===== config.mk =====
export PLATFORM = sky130hd
export DESIGN_NAME = shift_reg_universal
export DESIGN_NICKNAME = d
export VERILOG_FILES = /design/src/rtl/shift_reg_universal.sv
export SDC_FILE = /design/constraint.sdc
export NUM_CORES = 1
export LEC_CHECK = 0
export CELL_PAD_IN_SITES_DETAIL_PLACEMENT = 2
export CELL_PAD_IN_SITES_GLOBAL_PLACEMENT = 2
export CORE_UTILIZATION = 31
export CTS_CLUSTER_SIZE = 40
export DETAILED_ROUTE_END_ITERATION = 8
export PLACE_DENSITY_LB_ADDON = 0.12
export SYNTH_ARGS = -nofsm -noshare
export SYNTH_HDL_FRONTEND = slang
export SYNTH_SLANG_ARGS = --single-unit

===== constraint.sdc =====
create_clock -name clk -period 2.2 [get_ports clk]
set_clock_uncertainty 0.15 [all_clocks]
set_input_delay 0.44 -clock clk [delete_from_list [all_inputs] [get_ports clk]]
set_output_delay 0.44 -clock clk [all_outputs]
set_load 0.02 [all_outputs]

===== src/rtl/shift_reg_universal.sv =====
// shift_reg_universal
//   WIDTH-bit universal register. It supports hold, parallel load, left/right
//   shift, rotate, arithmetic shift right and clear. Each operation can run as
//   a single step (en), or as a multi-step command (start/amt) that the
//   command engine applies one position per clock, reporting busy/done.
//
// Ports
//   clk     rising-edge clock
//   rst     asynchronous active-high reset (q=RST_VAL, engine idle)
//   en      single-step enable; mode is applied once at the edge
//   start   multi-step request; honoured for shl/shr/rotl/rotr/asr
//   mode    operation select:
//             000 hold, 001 load, 010 shl, 011 shr,
//             100 rotl, 101 rotr, 110 asr, 111 clear
//   amt     step count for a multi-step command
//   d       parallel load data
//   sin_l   serial bit entering the MSB on shr
//   sin_r   serial bit entering the LSB on shl
//   q       register contents
//   sout_l  q[WIDTH-1]
//   sout_r  q[0]
//   busy    multi-step command in progress
//   done    one-cycle pulse after the last step (also after an amt=0 request)
module shift_reg_universal #(
  parameter int unsigned          WIDTH   = 8,
  parameter int unsigned          AW      = 4,
  parameter logic [WIDTH-1:0]     RST_VAL = '0
) (
  input  logic             clk,
  input  logic             rst,
  input  logic             en,
  input  logic             start,
  input  logic [2:0]       mode,
  input  logic [AW-1:0]    amt,
  input  logic [WIDTH-1:0] d,
  input  logic             sin_l,
  input  logic             sin_r,
  output logic [WIDTH-1:0] q,
  output logic             sout_l,
  output logic             sout_r,
  output logic             busy,
  output logic             done
);

  typedef enum logic {IDLE, RUN} state_t;

  state_t           state_q, state_d;
  logic [WIDTH-1:0] q_q, q_d;
  logic [2:0]       op_q, op_d;
  logic [AW-1:0]    cnt_q, cnt_d;
  logic             done_q, done_d;
  logic             multi_ok;

  function automatic logic [WIDTH-1:0] step_fn(
    input logic [2:0]       m,
    input logic [WIDTH-1:0] v,
    input logic [WIDTH-1:0] ld,
    input logic             sl,
    input logic             sr
  );
    logic [WIDTH-1:0] r;
    case (m)
      3'b000:  r = v;
      3'b001:  r = ld;
      3'b010:  r = {v[WIDTH-2:0], sr};
      3'b011:  r = {sl, v[WIDTH-1:1]};
      3'b100:  r = {v[WIDTH-2:0], v[WIDTH-1]};
      3'b101:  r = {v[0], v[WIDTH-1:1]};
      3'b110:  r = {v[WIDTH-1], v[WIDTH-1:1]};
      default: r = '0;
    endcase
    return r;
  endfunction

  // Only the shift/rotate family may run as a multi-step command.
  assign multi_ok = (mode >= 3'b010) && (mode <= 3'b110);

  always_comb begin
    state_d = state_q;
    q_d     = q_q;
    op_d    = op_q;
    cnt_d   = cnt_q;
    done_d  = 1'b0;
    case (state_q)
      IDLE: begin
        if (start && multi_ok) begin
          if (amt != '0) begin
            op_d    = mode;
            cnt_d   = amt;
            state_d = RUN;
          end else begin
            done_d = 1'b1;
          end
        end else if (en) begin
          q_d = step_fn(mode, q_q, d, sin_l, sin_r);
        end
      end
      RUN: begin
        // Serial inputs are sampled live at every step; mode/d/en are ignored.
        q_d   = step_fn(op_q, q_q, d, sin_l, sin_r);
        cnt_d = cnt_q - AW'(1);
        if (cnt_q == AW'(1)) begin
          state_d = IDLE;
          done_d  = 1'b1;
        end
      end
      default: state_d = IDLE;
    endcase
  end

  always_ff @(posedge clk or posedge rst) begin
    if (rst) begin
      state_q <= IDLE;
      q_q     <= RST_VAL;
      op_q    <= '0;
      cnt_q   <= '0;
      done_q  <= 1'b0;
    end else begin
      state_q <= state_d;
      q_q     <= q_d;
      op_q    <= op_d;
      cnt_q   <= cnt_d;
      done_q  <= done_d;
    end
  end

  assign q      = q_q;
  assign sout_l = q_q[WIDTH-1];
  assign sout_r = q_q[0];
  assign busy   = (state_q == RUN);
  assign done   = done_q;

endmodule


=== Word-level counts from Yosys, hierarchy flattened ===
Index checks and enable logic that the tools add are counted.

* Bits of input ports: 21
* Register bits: 17
* Logic and storage cells: 56

* Bitwise operators: 1
* Muxes and demuxes: 16
* $lt $le $gt $ge: 2
* Eq/ne operators: 21
* $add $sub $neg: 1
* Reductions and logical operators: 9

{| class="wikitable"
|+ Operators by type and width
! cell !! count
|-
| $pmux W8 S7 || 2
|-
| $eq A3 B3 Y1 const B || 6
|-
| $mux W8 || 2
|-
| $ne A2 B2 Y1 const B || 8
|-
| $pmux W8 S2 || 1
|-
| $eq A3 B2 Y1 const B || 4
|-
| $mux W4 || 2
|-
| $pmux W4 S2 || 1
|-
| $eq A3 B1 Y1 const B || 2
|-
| $logic_not A3 Y1 || 2
|-
| $mux W1 || 6
|-
| $reduce_and A6 Y1 || 1
|-
| $eq A4 B1 Y1 const B || 1
|-
| $pmux W1 S2 || 2
|-
| $reduce_and A4 Y1 || 1
|-
| $reduce_bool A4 Y1 || 1
|-
| $sub A4 B1 Y4 const B || 1
|-
| $ge A3 B2 Y1 const B || 1
|-
| $le A3 B3 Y1 const B || 1
|-
| $reduce_and A3 Y1 || 1
|-
| $logic_and A1 B1 Y1 || 2
|-
| $reduce_and A2 Y1 || 1
|-
| $not A1 Y1 || 1
|}

=== Longest topological paths before layout ===
* Depth after elaboration: 5
* Gate-level depth with buffers: 6
* Mapped depth without buffers: 5

=== Worst setup path before layout ===
Ideal clock, no wire load.

* Path type: input port to flip-flop
* From: input port mode[1]
* To: register op_q[0]
* Setup time: 0.127 ns
* Required time: 1.923 ns
* Slack: 0.261 ns
* Cell stages on the path: 6
* Arrival time: 1.661 ns
* Path through: buf_6 > and3_4 > or3_1 > buf_4 > nor2_8 > mux2_1

* Longest elaborated chain between the ends: 4
* Elaborated cells between the ends (all ways): 5
* Those cells by class: order compare: 2; reduce/logical: 3

{| class="wikitable"
|+ RTL lines
! element !! line !! text
|-
| start, declared || 33 || <nowiki>input logic [2:0] mode,</nowiki>
|-
| $ge A3 B2 Y1 / $le A3 B3 Y1 (equally long branches) || 76 || <nowiki>assign multi_ok = (mode >= 3'b010) && (mode <= 3'b110);</nowiki>
|-
| $logic_and A1 B1 Y1 * || 76 ||
|-
| $logic_and A1 B1 Y1 * || 86 || <nowiki>if (start && multi_ok) begin</nowiki>
|-
| $reduce_and A3 Y1 (no line) * || - ||
|-
| end signal, assigned || 121 || <nowiki>op_q <= op_d;</nowiki>
|-
| end, declared || 49 || <nowiki>logic [2:0] op_q, op_d;</nowiki>
|}

Every way passes the cells marked *; elsewhere a longest branch is shown, timed or not.
A chain may end at the register's enable or synchronous reset.

=== Final worst setup path ===
* From: input port mode[0]
* To: register q_q[3] (netlist: q[3])

* Longest elaborated chain between the ends: 5
* Elaborated cells between the ends (all ways): 18
* Those cells by class: order compare: 2; eq/ne: 8; mux: 4; reduce/logical: 4

{| class="wikitable"
|+ RTL lines
! element !! line !! text
|-
| $eq A3 B3 Y1, or another cell as far along || 62 || <nowiki>case (m)</nowiki>
|-
| $pmux W8 S7 / $logic_and A1 B1 Y1 (equally long branches) || 62, 76 ||
|-
| $mux W8 / $logic_and A1 B1 Y1 (equally long branches) || 94, 86 ||
|-
| $mux W8 / $ne A2 B2 Y1 (equally long branches) || - ||
|-
| $pmux W8 S2 / $reduce_and A4 Y1 (equally long branches) || - ||
|-
| end signal, assigned || 120 || <nowiki>q_q <= q_d;</nowiki>
|-
| end, declared || 48 || <nowiki>logic [WIDTH-1:0] q_q, q_d;</nowiki>
|}

Parallel ways exist; a longest one is shown, timed or not. The select of a mux whose other input is x is not followed.

==> results by group <==
Worst setup path
  – R2R depth: 4
  – Peak fanout along the critical path: 11
  – Stages on the worst setup path: 7
  – CP endpoint kind: register
  – Worst-path cell chain: clkdlybuf4s50_1 > buf_4 > nor3b_2 > buf_4 > a222oi_1 > o22ai_1 > mux2_4
  – Max stage delay on crit path: 520 ps
  – Worst path most repeated cell: buf_4
  – Bufs and invs on worst path: 3
  – Critical path arrival: roughly 2200 ps
  – WS Path Type: input pin to register
  – CP required: between 2000 and 2500 ps
  – Slowest CP cell: clkdlybuf4s50_1
  – CP top delay family: buffers and inverters
  – Startpoint types: input pin

Detailed routing
  – Post-DRT Antenna Nets: 0
  – Final WL: 5950 um
  – WL per Instance: ~20 um
  – Vias per cell: roughly 5.6
  – Post-route DRC: 0
  – Drt first pass iters: 4
  – Starting DRT DRC Count: 69
  – DR vias: 1629

Logic synthesis
  – Post-synth EDFFs: 0
  – Top cells by count, synth: dfrtp_1 (17), nand2_1 (15), mux2_2 (13), a21o_1 (10)
  – Avg Cell Area, Syn: between 9 and 10 um2
  – Prevailing post-synth register cell: dfrtp_1
  – Ys async rst share: 100%
  – Mapped Cells: between 150 and 200
  – Number of synthesized register bits: 17
  – Mapped cell area: ~1600 um2
  – Synth cell types: 53
  – Sequential fraction of the synthesis area: between 20% and 30%
  – Share of the synthesized area in the top cell type: a little over a quarter
  – Synth area leader: dfrtp_1
  – Ys Warns: 0
  – Most frequent cell after synthesis: dfrtp_1
  – Post-synth net total: just under 200
  – Synth area leaders: dfrtp_1 (26%), mux2_2 (9.1%), a21o_1 (4.7%)

Cells and area
  – Final nets: around 250
  – Final Util: roughly 45%
  – Share of cells above drive strength 1: between 20% and 30%
  – Non-Filler Instances: 289
  – Number of inserted diodes: 0
  – Area delta synth->final: 34.9%

Global route
  – Global-route wire length before repair: 9400 um
  – Vias in the first global route: roughly 1800
  – Initial antenna violation count: 0
  – Tot GR Track Use: around 23%
  – GRT Residual Overflow: 0
  – Pin count of the biggest net entering global routing: 18

Clocking
  – Clock sink count: 17
  – Worst-case clock buffer depth: 2
  – CTS root buf: clkbuf_8
  – CTS tree: built
  – Postcts setup bufs: 0
  – CTS H-tree depth: 1
  – Clk pin slew, worst setup/hold paths: 80 ps
  – Worst-skew pair later-pin latency: 260 ps
  – Cts-stage hold buffer count: 0
  – CTS Buf Count: 3

Power and ir drop
  – Design Power: 2870 uW
  – Sw Share: 46.5%
  – VDD IR max: roughly 600 uV
  – Psw: approximately 1300 uW
  – Total power per unit cell area: between 1000 and 1500 nW/um2
  – Leak: between 0.0008 and 0.0009 uW
  – Reg power frac: 27.3%
  – Internal Power: between 1500 and 2000 uW
  – Logic pwr share: 63.7%
  – Clock power share: around 9.0%

Placement
  – RePlAce Congestion: 0.832
  – Dpl hpwl: 4480 um
  – Port Buffer Count: 32
  – DP Worst Slack: -259 ps
  – Cells after DPL: approximately 290

STA
  – Hold_ws: roughly 360 ps
  – Final Hold Vio Count: 0
  – Final WS setup: a little over 50 ps
  – RSZ-0062 raised after global routing: no
  – Worst-margin pin slew: around 460 ps
  – Final worst path period need: between 2000 and 2500 ps
  – Slew Limit Fails: 0
  – Slew margin rel.: 69.4%
  – Max Clk Rate: roughly 0.47 GHz
  – Final count of negative-setup-slack endpoints: 0
  – Share of the clock period used by the worst path: 97.6%

Status
  – Outcome: finished clean

Floorplan
  – DIE WIDTH: between 70 and 80 um
  – Starting Density: about 33%
  – Die area: about 5500 um2
  – Row Count: 25
  – I/O pins: 33
  – Die span in y: approximately 74 um
  – Core area: slightly below 5000 um2

Run
  – Maxcap violations: 0

Worst hold path
  – Min-Delay Path Class: input pin to async pin
-- cell type report --
type	instances	area [um2]
repair buffers	58	528
flip-flops and latches	17	427
inverters	6	22.5
well taps	67	83.8
multi-input cells	137	1070
clock inverters	1	5.00
clock buffers	3	41.3
fillers	542	2670
-- worst reg2reg max path: stages, from the launching register on --
cell      delay (ps)
dfrtp_1          630
and3b_1          350
a222oi_1         420
o22ai_1          120
mux2_4           270
-- cell families after synthesis --
logic type	share of synthesized area [%]
AOI/OAI and AO/OA	25.5
and+or+nand+nor	21.4
buffers and inverters	7.92
muxes	14.1
DFF	26.4
xor gates and xnor gates	3.18
adders and majority gates	1.55
-- metrics by stage --
stage,cell area [um2],TNS [ps]
2_1_floorplan,1610,0
3_3_place_gp,2120,-1650
3_5_place_dp,2120,-2680
4_1_cts,2170,0
5_1_grt,2170,0
6_report,2170,0
-- repair_timing --
action	in CTS	in global routing
resized for setup	1	2
endpoints found under the hold margin	0	0
endpoints found under the setup margin	1	7
-- routing by layer --
layer | global-route usage (%) | part of all wire, % | up-vias
met5 | 0 | 0 | -
met4 | 6.62 | 1.3 | 0
met3 | 2.30 | 2.7 | 8
met2 | 39.9 | 49 | 31
met1 | 30.5 | 47 | 827
li1 | - | - | 763
-- final timing paths --
| kind | start | to | slack, ps |
|---|---|---|---|
| hold / removal | rst | cnt_q[0]$_DFFE_PP0P_ | 360 |
| max in group asynchronous | rst | busy$_DFF_PP0_ | 1310 |
| hold reg to reg | cnt_q[3]$_DFFE_PP0P_ | cnt_q[3]$_DFFE_PP0P_ | 400 |
| setup / recovery | mode[0] | q[3]$_DFFE_PP0P_ | 50 |
| min in group clk | cnt_q[3]$_DFFE_PP0P_ | cnt_q[3]$_DFFE_PP0P_ | 400 |
| setup reg to reg | op_q[0]$_DFFE_PP0P_ | q[3]$_DFFE_PP0P_ | 150 |
-- placed cells by master (no fill, tap or decap), drive strengths merged, types with 3 or more instances in the layout --
| master | n |
|---|---|
| clkdlybuf4s50 | 32 |
| buf | 26 |
| mux2 | 19 |
| dfrtp | 17 |
| nand2 | 15 |
| a21o | 10 |
| a22oi | 9 |
| a21oi | 9 |
| a31oi | 7 |
| inv | 6 |
| or3 | 5 |
| o21ai | 5 |
| nand3b | 4 |
| nor4bb | 4 |
| nor3 | 4 |
| nor2 | 4 |
| nand3 | 3 |
| o31a | 3 |
| clkbuf | 3 |
| xor2 | 3 |
-- power by group through the flow --
stage,sequential (uW),clock [uW],combinational [uW]
after floorplan,717,0,1130
after global placement,764,0,1730
after detailed placement,788,0,1820
after CTS,783,265,1830
after global routing,816,279,1970
final,785,258,1830
-- flip-flops by register name, indices dropped and copies added (netlist names) --
signal  cells
cnt_q       4
op_q        3
done        1
q           8
busy        1
No activity file was read; power rests on OpenSTA's default activity.
